## src/rtl/hex_nibble_scanner_if.sv

```systemverilog
// Display-stage bus: byte to show plus freeze in,
// segment drive and phase/start status out.
interface hex_nibble_scanner_if;
  logic [7:0] value_in;
  logic       freeze;
  logic [7:0] seg_out;
  logic       phase_hi;
  logic       digit_start;

  modport master (
    output value_in, freeze,
    input  seg_out, phase_hi, digit_start
  );

  modport slave (
    input  value_in, freeze,
    output seg_out, phase_hi, digit_start
  );
endinterface

```

## src/rtl/hex_nibble_scanner.sv

```systemverilog
// Single 7-segment digit scanner: shows a byte as
// high nibble (dp lit), gap, low nibble, gap.
module hex_nibble_scanner #(
  parameter logic [23:0] MAX_COUNT   = 24'd10_000_000,
  parameter logic [23:0] BLANK_COUNT = 24'd1_000_000
) (
  input logic clk,
  input logic rst,
  hex_nibble_scanner_if.slave bus
);

  typedef enum logic [1:0] {
    SHOW_HI,
    GAP1,
    SHOW_LO,
    GAP2
  } state_t;

  localparam logic [23:0] SHOW_LIM = MAX_COUNT - 24'd1;
  localparam logic [23:0] GAP_LIM  = BLANK_COUNT - 24'd1;
  localparam logic        NO_GAP   = (BLANK_COUNT == 24'd0);

  state_t      r_state;
  logic [23:0] r_timer;
  logic [7:0]  r_snap;
  logic        r_start;

  state_t      w_state_nxt;
  logic [23:0] w_timer_nxt;
  logic [7:0]  w_snap_nxt;
  logic        w_start_nxt;
  logic        w_show;
  logic [23:0] w_lim;
  logic [6:0]  w_font;

  function automatic logic [6:0] font(input logic [3:0] n);
    case (n)
      4'h0: font = 7'h3F;
      4'h1: font = 7'h06;
      4'h2: font = 7'h5B;
      4'h3: font = 7'h4F;
      4'h4: font = 7'h66;
      4'h5: font = 7'h6D;
      4'h6: font = 7'h7D;
      4'h7: font = 7'h07;
      4'h8: font = 7'h7F;
      4'h9: font = 7'h6F;
      4'hA: font = 7'h77;
      4'hB: font = 7'h7C;
      4'hC: font = 7'h39;
      4'hD: font = 7'h5E;
      4'hE: font = 7'h79;
      default: font = 7'h71;
    endcase
  endfunction

  always_ff @(posedge clk) begin
    if (rst) begin
      r_state <= SHOW_HI;
      r_timer <= 24'd0;
      r_snap  <= bus.value_in;
      r_start <= 1'b1;
    end else if (!bus.freeze) begin
      r_state <= w_state_nxt;
      r_timer <= w_timer_nxt;
      r_snap  <= w_snap_nxt;
      r_start <= w_start_nxt;
    end
  end

  always_comb begin
    w_state_nxt = r_state;
    w_timer_nxt = r_timer + 24'd1;
    w_snap_nxt  = r_snap;
    w_start_nxt = 1'b0;
    w_show = (r_state == SHOW_HI) || (r_state == SHOW_LO);
    w_lim  = w_show ? SHOW_LIM : GAP_LIM;
    if (r_timer == w_lim) begin
      w_timer_nxt = 24'd0;
      unique case (r_state)
        SHOW_HI: w_state_nxt = NO_GAP ? SHOW_LO : GAP1;
        GAP1:    w_state_nxt = SHOW_LO;
        SHOW_LO: w_state_nxt = NO_GAP ? SHOW_HI : GAP2;
        GAP2:    w_state_nxt = SHOW_HI;
      endcase
      w_start_nxt = (w_state_nxt == SHOW_HI) ||
                    (w_state_nxt == SHOW_LO);
      // both nibbles of a pair come from this one capture
      if (w_state_nxt == SHOW_HI) w_snap_nxt = bus.value_in;
    end
  end

  always_comb begin
    w_font      = 7'h00;
    bus.seg_out = 8'h00;
    unique case (r_state)
      SHOW_HI: begin
        w_font      = font(r_snap[7:4]);
        bus.seg_out = {1'b1, w_font};
      end
      SHOW_LO: begin
        w_font      = font(r_snap[3:0]);
        bus.seg_out = {1'b0, w_font};
      end
      GAP1, GAP2: bus.seg_out = 8'h00;
    endcase
  end

  assign bus.phase_hi    = (r_state == SHOW_HI);
  assign bus.digit_start = r_start;

endmodule
```

## src/flat_wrapper.sv

```systemverilog
// flat-port wrapper written by rule: the top's interface ports become plain ports
module hex_nibble_scanner_flat 
#(
  parameter logic [23:0] MAX_COUNT   = 24'd10_000_000,
  parameter logic [23:0] BLANK_COUNT = 24'd1_000_000
)
  (clk, rst, bus_value_in, bus_freeze, bus_seg_out, bus_phase_hi, bus_digit_start);
  hex_nibble_scanner_if bus_i ();
  input logic clk;
  input logic rst;
  input wire logic [$bits(bus_i.value_in)-1:0] bus_value_in;
  input wire logic [$bits(bus_i.freeze)-1:0] bus_freeze;
  output wire logic [$bits(bus_i.seg_out)-1:0] bus_seg_out;
  output wire logic [$bits(bus_i.phase_hi)-1:0] bus_phase_hi;
  output wire logic [$bits(bus_i.digit_start)-1:0] bus_digit_start;
  assign bus_i.value_in = bus_value_in;
  assign bus_i.freeze = bus_freeze;
  assign bus_seg_out = bus_i.seg_out;
  assign bus_phase_hi = bus_i.phase_hi;
  assign bus_digit_start = bus_i.digit_start;
  hex_nibble_scanner #(.MAX_COUNT(MAX_COUNT), .BLANK_COUNT(BLANK_COUNT)) u_core (.clk(clk), .rst(rst), .bus(bus_i));
endmodule
```

## config.mk

```make
export PLATFORM = sky130hd
export DESIGN_NAME = hex_nibble_scanner_flat
export DESIGN_NICKNAME = d
export VERILOG_FILES = /design/src/rtl/hex_nibble_scanner_if.sv /design/src/rtl/hex_nibble_scanner.sv /design/src/flat_wrapper.sv
export SDC_FILE = /design/constraint.sdc
export NUM_CORES = 1
export LEC_CHECK = 0
export CORE_ASPECT_RATIO = 1.25
export CORE_UTILIZATION = 50
export DETAILED_ROUTE_END_ITERATION = 12
export GPL_TIMING_DRIVEN = 0
export PLACE_DENSITY_LB_ADDON = 0.05
export SLEW_MARGIN = 30
export SYNTH_ARGS = -nofsm -noshare
export SYNTH_HDL_FRONTEND = slang
export SYNTH_SLANG_ARGS = --single-unit
export TNS_END_PERCENT = 1
```

## constraint.sdc

```tcl
create_clock -name clk -period 6.69 [get_ports clk]
set_input_delay 1.338 -clock clk [delete_from_list [all_inputs] [get_ports clk]]
set_output_delay 1.338 -clock clk [all_outputs]
set_load 0.05 [all_outputs]
```

---- After elaboration in Yosys (flattened, before gate mapping) ----
Memories as Yosys holds them, arrays and structs flattened. A register that Yosys moved wholly into a read port is not among the register bits.
Cells that the tools add are included.
word-level totals
  register bits after elaboration ......... 35
  bits in latches ......................... 0
  bits in writable memories ............... 0
  bits in read-only memories .............. 224
  input port bits ......................... 11
  memories kept ........................... 2
cells by class
  $add $sub $neg .......................... 1
  multipliers ............................. 0
  divide/modulo/power cells ............... 0
  magnitude comparators ................... 0
  equal/unequal tests ..................... 6
  shift operators ......................... 0
  muxes and demuxes ....................... 12
  bitwise gates (word level) .............. 1
  reduce and logical (&&, ||, !) cells .... 9
memories
  name             words  width  rd ports  clocked after Yosys merged registers in  write ports  line                      source
  (no name shown)  16     7      1         1                                        0            hex_nibble_scanner.sv:37  case (n)
  (no name shown)  16     7      1         1                                        0            hex_nibble_scanner.sv:37
operators by type and width
  operator                 count
  $mux W24                 2
  $mux W8                  4
  $add A24 B1 Y24 const B  1
  $eq A24 B24 Y1           1
  $pmux W8 S3              1
  $mux W4                  2
  $pmux W2 S4              1
  $eq A2 B2 Y1 const B     3
  $logic_not A2 Y1         2
  $reduce_bool A2 Y1       2
  $reduce_and A3 Y1        1
  $eq A2 B1 Y1 const B     1
  $logic_or A1 B1 Y1       2
  $mux W2                  1
  $ne A2 B2 Y1 const B     1
  $reduce_and A2 Y1        1
  $reduce_or A2 Y1         1
  $mux W1                  1
  $not A1 Y1               1

---- Logic depth before layout (Yosys ltp) ----
  depth in word-level cells ............... 11
  mapped depth ............................ 11
  mapped depth without buffers ............ 11

---- Worst setup path before layout ----
No wires, ideal clock.
  kind .................................... register to output
  start ................................... reg u_core.r_state[0]
  end ..................................... out bus_seg_out[1]
  data arrival time ....................... 2.263 ns
  required time ........................... 5.352 ns
  setup slack ............................. 3.089 ns
  cell stages (with the launch flop) ...... 5
  path buffers ............................ 1
  cells stage by stage .................... dfxtp_1 -> inv_1 -> ha_1 -> clkbuf_1 -> o21ai_0
between the ends
  elaborated cells between the ends (all ways) .. 6
RTL lines
  element                 line                      source
  start, declared         hex_nibble_scanner.sv:23  state_t r_state;
  start signal, assigned  hex_nibble_scanner.sv:64  r_state <= w_state_nxt;
  $logic_not A2 Y1        --
  net bus_phase_hi        flat_wrapper.sv:14        output wire logic [$bits(bus_i.phase_hi)-1:0] bus_phase_hi;
  $pmux W8 S3             hex_nibble_scanner.sv:96  unique case (r_state)
  end, declared           flat_wrapper.sv:13        output wire logic [$bits(bus_i.seg_out)-1:0] bus_seg_out;
The timed path passes the listed nets, and every way through them passes these cells.

---- Final worst setup path ----
  start ................................... reg u_core.r_state[0]
  end ..................................... out bus_seg_out[2]
between the ends
  longest elaborated chain between the ends .. 3
  elaborated cells between the ends (all ways) .. 6
RTL lines
  element                                              line
  $eq A2 B1 Y1 / $eq A2 B2 Y1 (equally long branches)  hex_nibble_scanner.sv:96
  $reduce_or A2 Y1                                     hex_nibble_scanner.sv:96
  $pmux W8 S3 *                                        hex_nibble_scanner.sv:96
Every way passes the cells marked *; elsewhere a longest branch is shown, timed or not.

==> run summary <==
In the post-synthesis netlist, the biggest area contributors are dfxtp_1 (28%), edfxtp_1 (8.2%), ha_1 (7.7%). The logs give 0.3622 for the sequential share of the synthesized area and 659.2 uW for the total power after layout. The post-route worst hold slack came out at 479.5 ps.

After global routing the overflow that remains totals 0. The logs give 399 for the number of standard cells in the final layout excluding fillers and 66 for the count of distinct cell types in the synthesized netlist. Entering global routing, the biggest net connects 17 pins. Summed over all nets, the half-perimeter wirelength after detailed placement is 4408 um.

Yosys printed 0 warnings. The worst path in the final design needs a cycle of 4053 ps, including I/O delays and setup. The setup path with the least slack is of type reg2out. The floorplan step defined a core boundary enclosing 0.005518 sq mm. The number of flops mapped to enable cells by yosys was 8; the overall routing resource usage was 0.2101.

Relative to the synthesized area, the layout overhead comes to 12.64%. For the number of global-route vias before repair, the log shows 2,167. The tools report the category of the worst setup path capture point as an output pin. For the net count reported at finish, the log shows 363. Library cell occupying the most area in the post-synthesis netlist: dfxtp_1.

The share of synthesized area spent on multiplexers is 0.06493. For this block, the via count after detailed routing is 2,211. The data required time at the worst endpoint came out at 5350 ps. The TritonCTS buffer count is 5.

The tools report the largest voltage drop on the vdd net as 0.0001002 V. TritonCTS built the clock tree. After synthesis, the largest family of logic cells by area is simple AND/OR/NAND/NOR gates. Summed over all layers, the routed wires come to 5863 um. The run gives 0.003299 sq mm as the final instance area.

Along the worst path, the maximum fanout reaches 10. The number of clock sinks seen by CTS came out at 49. In the final routed layout, each cell accounts on average for 14.69 um. In the final timing run, aggregate negative setup slack is 0 ps. For the number of hold-slack violations in the final timing report, the log shows 0.

The first TritonRoute pass finished after 6 iterations. For the pin with the worst max-slew slack, the measured transition is 630.4 ps. Between clock sinks in the finished design, the worst skew comes to 11.26 ps. The cell area power density is 199.8 mW/mm^2, and the simple-gate area share of the yosys netlist is 0.2230. The number of placement rows came out at 30. For the remaining max-slew budget at the tightest pin, the log shows 0.5758. The run gives 391 as the number of placed instances, taps included. The startpoint kind of the worst setup timing path is a flop.

At the later pin of the worst-skew pair, clock insertion delay measures 310 ps. Setup violations remaining at the end of the flow were counted as 0. The type of the most critical hold path is reg2reg. The number of nets in the synthesized netlist is 336. In this run the remaining antenna-violating nets after routing total 0. The detailed router finished its first iteration with 63 violations. The count of pins over their slew limit is 0. The ratio of final minimum period to clock period is 0.6058, and the starting density of the core is 0.5308. For this run, the top clock speed supported by timing is 0.2467 GHz. The share of flip-flops with an asynchronous set or reset is 0. The run finished with clean final reports. The share of post-route cells with drive strength above 1 is 0.1313, and the standard cell area after detailed placement is 0.003209 sq mm. Max-cap violations in this run came to 0. The adder-cell share of the synthesized area is 0.07689, and the count of instances resized after the clock tree is built is 0. The clock passes through at most 2 buffers.

The floorplan step set the die height to 87.57 um. The area share of the leading cell type in the synthesized netlist was 0.2802; the post-detailed-route DRC marker count was 0. In the synthesized netlist, the cells that appear most often are dfxtp_1 (41), nor2_1 (40), ha_1 (18), inv_1 (18), nand2_1 (18). In this run the cell area of the synthesized design comes to 0.002929 sq mm. For the die area, the log shows 0.006170 sq mm. For this design the static power due to leakage is 1.230 nW.

In this run, post-CTS hold repair placed 0 buffers. The tree is rooted in a clkbuf_8. 0 antenna diodes ended up in the layout. The run gives 0.7648 as the final weighted congestion in routability-driven placement.

Most used standard cell by instance count after synthesis: dfxtp_1. Clock-pin slew was measured on the worst setup and hold paths at 100 ps. The clock tree synthesis step divided the H-tree into 2 levels. The first global-routing pass estimated 10,390 um of wire. The compound-gate portion of the synthesized area works out to 0.1495. After technology mapping, the gate count stands at 307. The count of port buffers added during placement is 20, and the vias per cell is 5.541. The most used flip-flop cell after synthesis is dfxtp_1. For the number of setup buffers added after CTS, the log shows 0. During I/O placement, the number of pins put on the boundary was 21. The tools report the initial antenna violation count as 0. After synthesis the netlist holds a flip-flop and latch count of 49. The floorplan step set the die width to 70.46 um. Setup repair after global routing left no endpoint under its margin. The signal arrival time at the worst endpoint is 2720 ps, and the parity-gate share of the synthesized area counting xor and xnor cells is 0.07176. After synthesis, the mean cell area works out to 9.541 sq um.
-- through the flow --
stage	setup slack (ps)	utilization
CTS	2635	0.5980
finish	2637	0.5980
global route	2437	0.5980
detailed placement	2323	0.5816
global placement	2360	0.5816
floorplan	3089	-
-- kinds of logic after synthesis --
group,Yosys count
adder cells (fa/ha/maj),18
multiplexers,16
flip-flops,49
buffers and inverters,31
AND/OR/NAND/NOR,120
AO/OA/AOI/OAI,49
XOR/XNOR,24
-- where the power goes --
group / leakage [nW] / switching, mW / internal (mW)
combinational: 0.772 / 0.0852 / 0.0656
clock: 0.0445 / 0.106 / 0.0744
sequential: 0.414 / 0.00815 / 0.320
-- area by class of cell --
type / count / area [sq um]
fillers: 508 / 2218
multi-input cells: 227 / 1717
flip-flops and latches: 49 / 1061
repair buffers: 20 / 200.2
plain buffers: 12 / 80.08
well taps: 64 / 80.08
inverters: 19 / 71.32
clock buffers: 5 / 68.82
clock inverters: 3 / 21.27
-- per-layer routing --
| metal | vias up | track usage | part of all wire |
|---|---|---|---|
| met5 | - | 0 | 0 |
| met3 | 6 | 0.03222 | 0.026 |
| met1 | 1033 | 0.2559 | 0.47 |
| met4 | 0 | 0.06909 | 0.0097 |
| li1 | 1142 | - | - |
| met2 | 30 | 0.3784 | 0.50 |
-- critical path, stage by stage, from the launching register on --
cell             delay, ps
dfxtp_1                490
inv_1                  110
ha_1                   240
clkbuf_1               220
nor2b_1                370
a22o_1                 190
clkdlybuf4s50_1        790
-- layout by cell type, fill, tap and decap left out, drive strengths merged, types with 4 or more instances in the layout --
cell type	synthesis	final
xor2	8	8
ha	18	18
nor2b	6	6
clkdlybuf4s50	0	20
mux2	8	8
a221oi	5	5
o21ai	7	7
mux2i	8	8
nor3	9	9
nor2	40	40
dfxtp	41	41
a21oi	6	6
nand4	4	4
and2	5	5
inv	19	20
nand2	19	19
nand3	9	9
buf	9	9
clkbuf	3	8
a22o	9	9
a22oi	5	5
edfxtp	8	8
xnor2	16	16
nor3b	4	4
-- worst paths after layout --
check                         start                      to  slack, ps  cells after the start
min reg2reg  u_core.bus.digit_start  u_core.bus.digit_start        480                      1
min          u_core.bus.digit_start  u_core.bus.digit_start        480                      1
max reg2reg       u_core.r_state[0]                    flop       3660                      9
max               u_core.r_state[0]          bus_seg_out[2]       2640                      6
(Power assumes the default switching activity.)
